==> src/rtl/rot_pkg.sv <==
// Shared definitions for the rotation-engine DMA burst scheduler.
package rot_pkg;

  // Scheduler FSM encoding.
  typedef enum logic [2:0] {
    ST_IDLE,
    ST_ARB,
    ST_ISSUE,
    ST_WAIT,
    ST_FIN,
    ST_ABORT
  } state_e;

  // No AHB burst may cross a 1 KB address boundary.
  localparam int KB_BOUNDARY = 1024;

  // Width of the beat-count field handed to the DMA master (1..16).
  localparam int CNT_W = 5;

  // DMA channel identifiers.
  typedef enum logic {
    CH_RD = 1'b0,
    CH_WR = 1'b1
  } chan_e;

endpackage

==> src/rtl/rot_burst_calc.sv <==
// Burst sizing for one channel: picks the largest legal beat count that
// fits in the remaining pixels, the maximum burst length and the space
// left before the next 1 KB boundary, and returns the address that
// follows the burst.
module rot_burst_calc
  import rot_pkg::*;
#(
  parameter int ADDR_W        = 32,
  parameter int LEFT_W        = 20,
  parameter int BURST_LEN     = 16,
  parameter int BYTES_PER_PIX = 4
) (
  input  logic [ADDR_W-1:0] i_addr,
  input  logic [LEFT_W-1:0] i_left,
  output logic [CNT_W-1:0]  o_count,
  output logic [ADDR_W-1:0] o_next_addr
);

  localparam int OFS_W = $clog2(KB_BOUNDARY);

  logic [OFS_W:0] w_room_bytes;
  logic [31:0]    w_room_pix;
  logic [31:0]    w_min;

  // Min-of-three beat count and the post-burst address.
  always_comb begin
    // NOTE: every combinational output gets a value on every path,
    // otherwise synthesis infers a latch to hold the old value.
    w_room_bytes = (OFS_W+1)'(KB_BOUNDARY) - {1'b0, i_addr[OFS_W-1:0]};
    w_room_pix   = 32'(w_room_bytes) / 32'(BYTES_PER_PIX);
    w_min        = 32'(BURST_LEN);
    if (32'(i_left) < w_min) w_min = 32'(i_left);
    if (w_room_pix < w_min)  w_min = w_room_pix;
    o_count     = CNT_W'(w_min);
    o_next_addr = i_addr + ADDR_W'(w_min) * ADDR_W'(BYTES_PER_PIX);
  end

endmodule

==> src/rtl/rot_dma_sched.sv <==
// Burst scheduler for the rotation engine's AHB DMA master. Splits the
// frame read and write into boundary-safe bursts, arbitrates between the
// two channels and sequences the master one burst at a time.
module rot_dma_sched
  import rot_pkg::*;
#(
  parameter int ADDR_W        = 32,
  parameter int DIM_W         = 10,
  parameter int BURST_LEN     = 16,
  parameter int BYTES_PER_PIX = 4
) (
  input  logic              I_HCLK,
  input  logic              I_HRESET,
  input  logic              I_CTRL_START,
  input  logic              I_CTRL_RESET,
  input  logic              I_CTRL_INTR_MASK,
  input  logic              I_CTRL_INTR_CLEAR,
  input  logic [ADDR_W-1:0] I_DMA_SRC_IMG,
  input  logic [ADDR_W-1:0] I_DMA_DST_IMG,
  input  logic [DIM_W-1:0]  I_ROT_IMG_H,
  input  logic [DIM_W-1:0]  I_ROT_IMG_W,
  input  logic              I_RD_REQ,
  input  logic              I_WR_REQ,
  input  logic              I_DMA_DONE,
  output logic              O_DMA_START,
  output logic [ADDR_W-1:0] O_DMA_ADDR,
  output logic [CNT_W-1:0]  O_DMA_COUNT,
  output logic              O_DMA_WRITE,
  output logic              O_RD_GNT,
  output logic              O_WR_GNT,
  output logic              O_BUSY,
  output logic              O_DONE,
  output logic              O_INTERRUPT
);

  localparam int LEFT_W = 2 * DIM_W;

  state_e              r_state;
  chan_e               r_last_ch;
  logic [LEFT_W-1:0]   r_rd_left;
  logic [LEFT_W-1:0]   r_wr_left;
  logic [ADDR_W-1:0]   r_rd_addr;
  logic [ADDR_W-1:0]   r_wr_addr;
  logic                r_dma_start;
  logic [ADDR_W-1:0]   r_dma_addr;
  logic [CNT_W-1:0]    r_dma_count;
  logic                r_dma_write;
  logic                r_rd_gnt;
  logic                r_wr_gnt;
  logic                r_busy;
  logic                r_done;
  logic                r_intr;

  logic [LEFT_W-1:0]   w_total;
  logic                w_rd_elig;
  logic                w_wr_elig;
  chan_e               w_grant_ch;
  chan_e               w_calc_ch;
  logic [ADDR_W-1:0]   w_calc_addr;
  logic [LEFT_W-1:0]   w_calc_left;
  logic [CNT_W-1:0]    w_calc_count;
  logic [ADDR_W-1:0]   w_next_addr;
  logic [LEFT_W-1:0]   w_rd_left_nxt;
  logic [LEFT_W-1:0]   w_wr_left_nxt;

  assign w_total = LEFT_W'(I_ROT_IMG_H) * LEFT_W'(I_ROT_IMG_W);

  // Channel eligibility, round-robin pick and the burst-calculator mux.
  always_comb begin
    w_rd_elig = (r_rd_left != '0) && I_RD_REQ;
    // Pixels written never overtake pixels read: written < read is the
    // same as rd_left < wr_left because both count down from the total.
    w_wr_elig = (r_wr_left != '0) && I_WR_REQ && (r_rd_left < r_wr_left);
    w_grant_ch = CH_RD;
    if (w_rd_elig && w_wr_elig) begin
      w_grant_ch = (r_last_ch == CH_RD) ? CH_WR : CH_RD;
    end else if (w_wr_elig) begin
      w_grant_ch = CH_WR;
    end
    // While a burst is outstanding the calculator follows its channel so
    // its next-address output is the post-burst address.
    w_calc_ch   = (r_state == ST_ARB) ? w_grant_ch : r_last_ch;
    w_calc_addr = (w_calc_ch == CH_WR) ? r_wr_addr : r_rd_addr;
    w_calc_left = (w_calc_ch == CH_WR) ? r_wr_left : r_rd_left;
    w_rd_left_nxt = r_rd_left;
    w_wr_left_nxt = r_wr_left;
    if (r_last_ch == CH_WR) w_wr_left_nxt = r_wr_left - LEFT_W'(r_dma_count);
    else                    w_rd_left_nxt = r_rd_left - LEFT_W'(r_dma_count);
  end

  rot_burst_calc #(
    .ADDR_W        (ADDR_W),
    .LEFT_W        (LEFT_W),
    .BURST_LEN     (BURST_LEN),
    .BYTES_PER_PIX (BYTES_PER_PIX)
  ) u_burst_calc (
    .i_addr      (w_calc_addr),
    .i_left      (w_calc_left),
    .o_count     (w_calc_count),
    .o_next_addr (w_next_addr)
  );

  // Scheduler FSM with registered outputs and frame bookkeeping.
  always_ff @(posedge I_HCLK) begin
    // NOTE: state is updated with non-blocking assignments so every
    // register samples pre-edge values, regardless of statement order.
    if (I_HRESET) begin
      r_state     <= ST_IDLE;
      r_last_ch   <= CH_WR;
      r_rd_left   <= '0;
      r_wr_left   <= '0;
      r_rd_addr   <= '0;
      r_wr_addr   <= '0;
      r_dma_start <= 1'b0;
      r_dma_addr  <= '0;
      r_dma_count <= '0;
      r_dma_write <= 1'b0;
      r_rd_gnt    <= 1'b0;
      r_wr_gnt    <= 1'b0;
      r_busy      <= 1'b0;
      r_done      <= 1'b0;
      r_intr      <= 1'b0;
    end else begin
      r_dma_start <= 1'b0;
      r_rd_gnt    <= 1'b0;
      r_wr_gnt    <= 1'b0;
      r_done      <= 1'b0;
      // A set in FIN below is written later and therefore wins.
      if (I_CTRL_INTR_CLEAR) r_intr <= 1'b0;

      case (r_state)
        ST_IDLE: begin
          if (I_CTRL_START && !I_CTRL_RESET) begin
            r_rd_left <= w_total;
            r_wr_left <= w_total;
            r_rd_addr <= I_DMA_SRC_IMG;
            r_wr_addr <= I_DMA_DST_IMG;
            r_busy    <= 1'b1;
            r_state   <= (w_total == '0) ? ST_FIN : ST_ARB;
          end
        end
        ST_ARB: begin
          if (I_CTRL_RESET) begin
            r_busy  <= 1'b0;
            r_state <= ST_IDLE;
          end else if (w_rd_elig || w_wr_elig) begin
            r_dma_start <= 1'b1;
            r_rd_gnt    <= (w_grant_ch == CH_RD);
            r_wr_gnt    <= (w_grant_ch == CH_WR);
            r_dma_addr  <= w_calc_addr;
            r_dma_count <= w_calc_count;
            r_dma_write <= (w_grant_ch == CH_WR);
            r_last_ch   <= w_grant_ch;
            r_state     <= ST_ISSUE;
          end
        end
        ST_ISSUE: begin
          if (I_CTRL_RESET) begin
            r_busy  <= 1'b0;
            r_state <= ST_IDLE;
          end else begin
            r_state <= ST_WAIT;
          end
        end
        ST_WAIT: begin
          if (I_DMA_DONE) begin
            if (r_last_ch == CH_WR) r_wr_addr <= w_next_addr;
            else                    r_rd_addr <= w_next_addr;
            r_rd_left <= w_rd_left_nxt;
            r_wr_left <= w_wr_left_nxt;
            // Abort and completion in the same cycle: the burst is over,
            // so there is nothing left to wait for.
            if (I_CTRL_RESET) begin
              r_busy  <= 1'b0;
              r_state <= ST_IDLE;
            end else if (w_rd_left_nxt == '0 && w_wr_left_nxt == '0) begin
              r_state <= ST_FIN;
            end else begin
              r_state <= ST_ARB;
            end
          end else if (I_CTRL_RESET) begin
            r_state <= ST_ABORT;
          end
        end
        ST_FIN: begin
          r_busy  <= 1'b0;
          r_state <= ST_IDLE;
          if (!I_CTRL_RESET) begin
            r_done <= 1'b1;
            if (!I_CTRL_INTR_MASK) r_intr <= 1'b1;
          end
        end
        ST_ABORT: begin
          if (I_DMA_DONE) begin
            r_busy  <= 1'b0;
            r_state <= ST_IDLE;
          end
        end
        default: r_state <= ST_IDLE;
      endcase
    end
  end

  assign O_DMA_START = r_dma_start;
  assign O_DMA_ADDR  = r_dma_addr;
  assign O_DMA_COUNT = r_dma_count;
  assign O_DMA_WRITE = r_dma_write;
  assign O_RD_GNT    = r_rd_gnt;
  assign O_WR_GNT    = r_wr_gnt;
  assign O_BUSY      = r_busy;
  assign O_DONE      = r_done;
  assign O_INTERRUPT = r_intr;

endmodule

==> config.mk <==
export PLATFORM = sky130hd
export DESIGN_NAME = rot_dma_sched
export DESIGN_NICKNAME = d
export VERILOG_FILES = /design/src/rtl/rot_pkg.sv /design/src/rtl/rot_burst_calc.sv /design/src/rtl/rot_dma_sched.sv
export SDC_FILE = /design/constraint.sdc
export NUM_CORES = 1
export LEC_CHECK = 0
export CAP_MARGIN = 30
export CELL_PAD_IN_SITES_DETAIL_PLACEMENT = 1
export CELL_PAD_IN_SITES_GLOBAL_PLACEMENT = 1
export CORE_UTILIZATION = 44
export DETAILED_ROUTE_END_ITERATION = 10
export GPL_TIMING_DRIVEN = 0
export PLACE_DENSITY_LB_ADDON = 0.1
export SLEW_MARGIN = 30
export SYNTH_ARGS = -nofsm -noshare
export SYNTH_HDL_FRONTEND = slang
export SYNTH_SLANG_ARGS = --single-unit
==> constraint.sdc <==
create_clock -name I_HCLK -period 8.7 [get_ports I_HCLK]
set_input_delay 1.305 -clock I_HCLK [delete_from_list [all_inputs] [get_ports I_HCLK]]
set_output_delay 1.305 -clock I_HCLK [all_outputs]
set_load 0.02 [all_outputs]
==> Flow_metrics.wiki <==
{| class="wikitable"
! Metric !! Value
|-
| Number of placement rows || 64
|-
| Maximum clock insertion buffer count || 2
|-
| Number of antenna diodes || 0
|-
| 1st-iter DRT viols || 1131
|-
| Sequential area share after synthesis || 21.7%
|-
| Arrival time at the worst endpoint || 8760 ps
|-
| Detailed placement HPWL || 44.3 mm
|-
| CTS tree || built
|-
| Max-Cap Viols || 0
|-
| Final hold violations || 0
|-
| Pre-CTS setup slack || -450 ps
|-
| Leading cell types by total area after synthesis || sky130_fd_sc_hd__dfxtp_1 (22%), sky130_fd_sc_hd__ha_1 (10%), sky130_fd_sc_hd__fa_1 (9.3%)
|-
| Via count of the routed design || 14600
|-
| Area of the core || 31000 um^2
|-
| Setup-failing EPs final || 0
|-
| Synthesized instance count || 1776
|-
| Largest delay share family, worst path || simple AND/OR/NAND/NOR gates
|-
| Fraction of the cycle the final worst path needs || 97.3%
|-
| Post-synthesis instance area || 14000 um^2
|-
| Final-report max-slew violation count || 0
|-
| Combinational share of power || 69.3%
|-
| Number of storage elements in the synthesis netlist || 152
|-
| Fin crit period || 8460 ps
|-
| Max stage delay on crit path || 720 ps
|-
| Static leakage || 0.00671 uW
|-
| Avg Cell Area, Syn || 7.89 um^2
|-
| Net switching share of the total power || 52.9%
|-
| Area added between synthesis and finish || 18.9%
|-
| Overall Global Routing Usage || 35.2%
|-
| VDD IR-drop max || 0.176 mV
|-
| Share of flip-flops with an asynchronous set or reset after synthesis || 0%
|-
| Unique cell type count in the Yosys netlist || 84
|-
| Worst clock skew on the final layout || 17.9 ps
|-
| Die Area || 32600 um^2
|-
| Launching element type of the critical path || flop
|-
| Sequential group share of total power || 17.0%
|-
| Slowest cell on crit path || sky130_fd_sc_hd__or4_1
|-
| Tightest slew margin relative to the limit || 36.4%
|-
| Warning count from the yosys run || 0
|-
| Finished Layout Cells || 2363
|-
| Final nets || 2224
|-
| Number of antenna violations at the first check in global routing || 0
|-
| IO buf count || 134
|-
| Buffer cell driving the clock tree root || sky130_fd_sc_hd__clkbuf_16
|-
| Power Density || 348 nW/um^2
|-
| Initial core utilization || 45.2%
|-
| Ratio of routed vias to standard cells || 6.18
|-
| Die width || 180 um
|-
| Path category of the worst min-delay check || flop to flop
|-
| Vertical extent of the die || 180 um
|-
| Type of the setup path with the least slack || flop to flop
|-
| CTS hold repair buffers || 0
|-
| Max Freq || 0.118 GHz
|-
| Smallest setup slack after layout || 237 ps
|-
| TritonCTS buffer count || 17
|-
| Required time of the critical path || 9000 ps
|-
| Sw power || 3070 uW
|-
| Number of routed nets with antenna violations || 0
|-
| Ports placed on the boundary || 137
|-
| Largest net degree at the start of global routing || 17
|-
| Share of layout cells above drive strength 1 || 5.95%
|-
| Clock share of power || 13.7%
|-
| Final wirelength || 57.3 mm
|-
| Cell taking the most area after synthesis || sky130_fd_sc_hd__dfxtp_1
|-
| Number of placed cells counting well taps || 2320
|-
| Remaining Overflow, GRT || 0
|-
| Global-route wire length before repair || 87.9 mm
|-
| Clock transition at the registers of the reported paths || 70 ps
|-
| Worst path bufs/invs || 4
|-
| Maximum level of the CTS H-tree || 4
|-
| Commonest register cell after synthesis || sky130_fd_sc_hd__dfxtp_1
|-
| Crit-path max FO || 10
|-
| CTS Sinks || 152
|-
| Actual slew at the worst max-slew pin || 945 ps
|-
| Number of global-route vias before repair || 15000
|-
| Residual DRC || 0
|-
| Dominant cell type by count on the critical path || sky130_fd_sc_hd__ha_1
|-
| Total iterations of the first detailed-routing run || 5
|-
| Result of the run || complete, no violations
|-
| Capturing element type of the critical path || flop
|-
| Post-synth top area share || 21.7%
|-
| Clk Latency, worst-skew pair || 470 ps
|-
| Internal cell power || 2730 uW
|-
| RePlAce Congestion || 0.977
|-
| Number of enable flip-flop cells after synthesis || 0
|-
| Wire per inst || 24.2 um
|}
==> power by group through the flow <==
stage	clock network, uW	registers [uW]	logic [uW]
6_report	795	983	4020
3_3_place_gp	0	984	3730
3_5_place_dp	0	990	3800
5_1_grt	819	995	4370
4_1_cts	794	975	3860
2_1_floorplan	0	961	2650
==> timing repair <==
action,in CTS,in global routing
gates cloned,0,0
setup endpoints to repair,11,32
pin swaps,0,4
gates resized for setup,3,13
buffers inserted,0,11
==> worst register-to-register path, delay by kind of cell (launching register included) <==
family	cells	cell delay (ps)
AOI/OAI and AO/OA	12	2460
adders and majority gates	3	950
and+or+nand+nor	9	2770
xor gates and xnor gates	1	280
buffers and inverters	4	700
DFF	1	450
muxes	2	700
==> registers in the layout, indices dropped and copies added, names as in the netlist, 3 cells and up <==
signal and flops:
O_DMA_ADDR 32, O_DMA_COUNT 5, r_rd_addr 32, r_rd_left 20, r_state 3, r_wr_addr 32, r_wr_left 20
==> final timing paths <==
path / startpoint / to / slack, ps / cells after the start
max: r_wr_left[16] / r_wr_addr[27] / 240 / 31
min: O_DMA_ADDR[13] / O_DMA_ADDR[13] / 460 / 2
max reg2reg: r_wr_left[16] / r_wr_addr[27] / 240 / 31
min reg2reg: O_DMA_ADDR[13] / O_DMA_ADDR[13] / 460 / 2
==> cell families (layout without fill, tap and decap cells) <==
| family | after synthesis | after routing | synth area share, % |
|---|---|---|---|
| other | 2 | 15 | 0.0536 |
| multiplexers | 43 | 43 | 3.66 |
| buffers and inverters | 203 | 381 | 5.62 |
| AO/OA/AOI/OAI | 447 | 447 | 21.1 |
| adder cells (fa/ha/maj) | 177 | 177 | 19.3 |
| flip-flops | 152 | 152 | 21.7 |
| AND/OR/NAND/NOR | 693 | 693 | 24.8 |
| XOR/XNOR | 59 | 59 | 3.74 |
==> layer usage <==
metal | up-vias | GRT usage, % | part of all wire [%]
met1 | 7343 | 47.9 | 45
met2 | 500 | 57.2 | 46
li1 | 6649 | - | -
met3 | 107 | 5.56 | 6.8
met4 | 0 | 10.8 | 2.5
met5 | - | 0 | 0
==> Yosys cell counts (all sizes together) (6+ instances only) <==
cell    count
nand2     135
o211ai     14
o21a       21
nor4       28
mux2       16
and3        9
o41ai       9
xor2       23
a22oi      11
or3        11
and2      110
nor2      214
nand4      13
a31oi      14
a311oi      7
o31ai       9
fa         65
a21oi     131
or4        16
nor2b      18
nand2b     17
dfxtp     152
nand3      26
o21ai      76
a21o       19
buf         8
a211oi     87
xnor2      36
inv       116
clkbuf     79
mux2i      27
and4        6
or2         7
nor3       67
ha        112
nand3b      6
==> layout make-up <==
cell class	instances	area, um^2
sequential	152	3040
clock buffer	17	425
inverter	116	435
clock inverter	15	164
fill	3835	14300
timing repair buffer	146	1440
tap	396	495
buffer	87	353
multi-input combinational	1434	10300
==> metrics by stage <==
step	hold slack, ps	TNS (ps)	utilization, %	area [um^2]	power, uW
finish	463	0	53.8	16700	5800
global route	495	-69.2	53.8	16700	6180
CTS	468	0	53.3	16500	5630
detailed placement	456	-6190	51.3	15900	4790
global placement	448	-4320	51.3	15900	4720
floorplan	456	0	-	14100	3610
==> cells in the final DEF (no fill, tap or decap), types with 17 or more instances in the layout <==
master | netlist | routed
sky130_fd_sc_hd__nand2b_1 | 17 | 17
sky130_fd_sc_hd__xnor2_1 | 36 | 35
sky130_fd_sc_hd__o21a_1 | 21 | 20
sky130_fd_sc_hd__clkbuf_1 | 79 | 78
sky130_fd_sc_hd__clkbuf_16 | 0 | 17
sky130_fd_sc_hd__clkdlybuf4s50_1 | 0 | 134
sky130_fd_sc_hd__ha_1 | 112 | 112
sky130_fd_sc_hd__nand3_1 | 26 | 26
sky130_fd_sc_hd__nor2_1 | 214 | 214
sky130_fd_sc_hd__xor2_1 | 22 | 22
sky130_fd_sc_hd__a21oi_1 | 130 | 130
sky130_fd_sc_hd__and2_1 | 110 | 110
sky130_fd_sc_hd__dfxtp_1 | 152 | 152
sky130_fd_sc_hd__nand2_1 | 135 | 135
sky130_fd_sc_hd__a21o_1 | 19 | 19
sky130_fd_sc_hd__inv_1 | 116 | 116
sky130_fd_sc_hd__o21ai_0 | 72 | 71
sky130_fd_sc_hd__nor4_1 | 26 | 24
sky130_fd_sc_hd__mux2i_1 | 22 | 20
sky130_fd_sc_hd__fa_1 | 65 | 65
sky130_fd_sc_hd__nor3_1 | 65 | 65
sky130_fd_sc_hd__nor2b_1 | 18 | 18
sky130_fd_sc_hd__a211oi_1 | 86 | 83
Power figures use the tool's default switching activity.
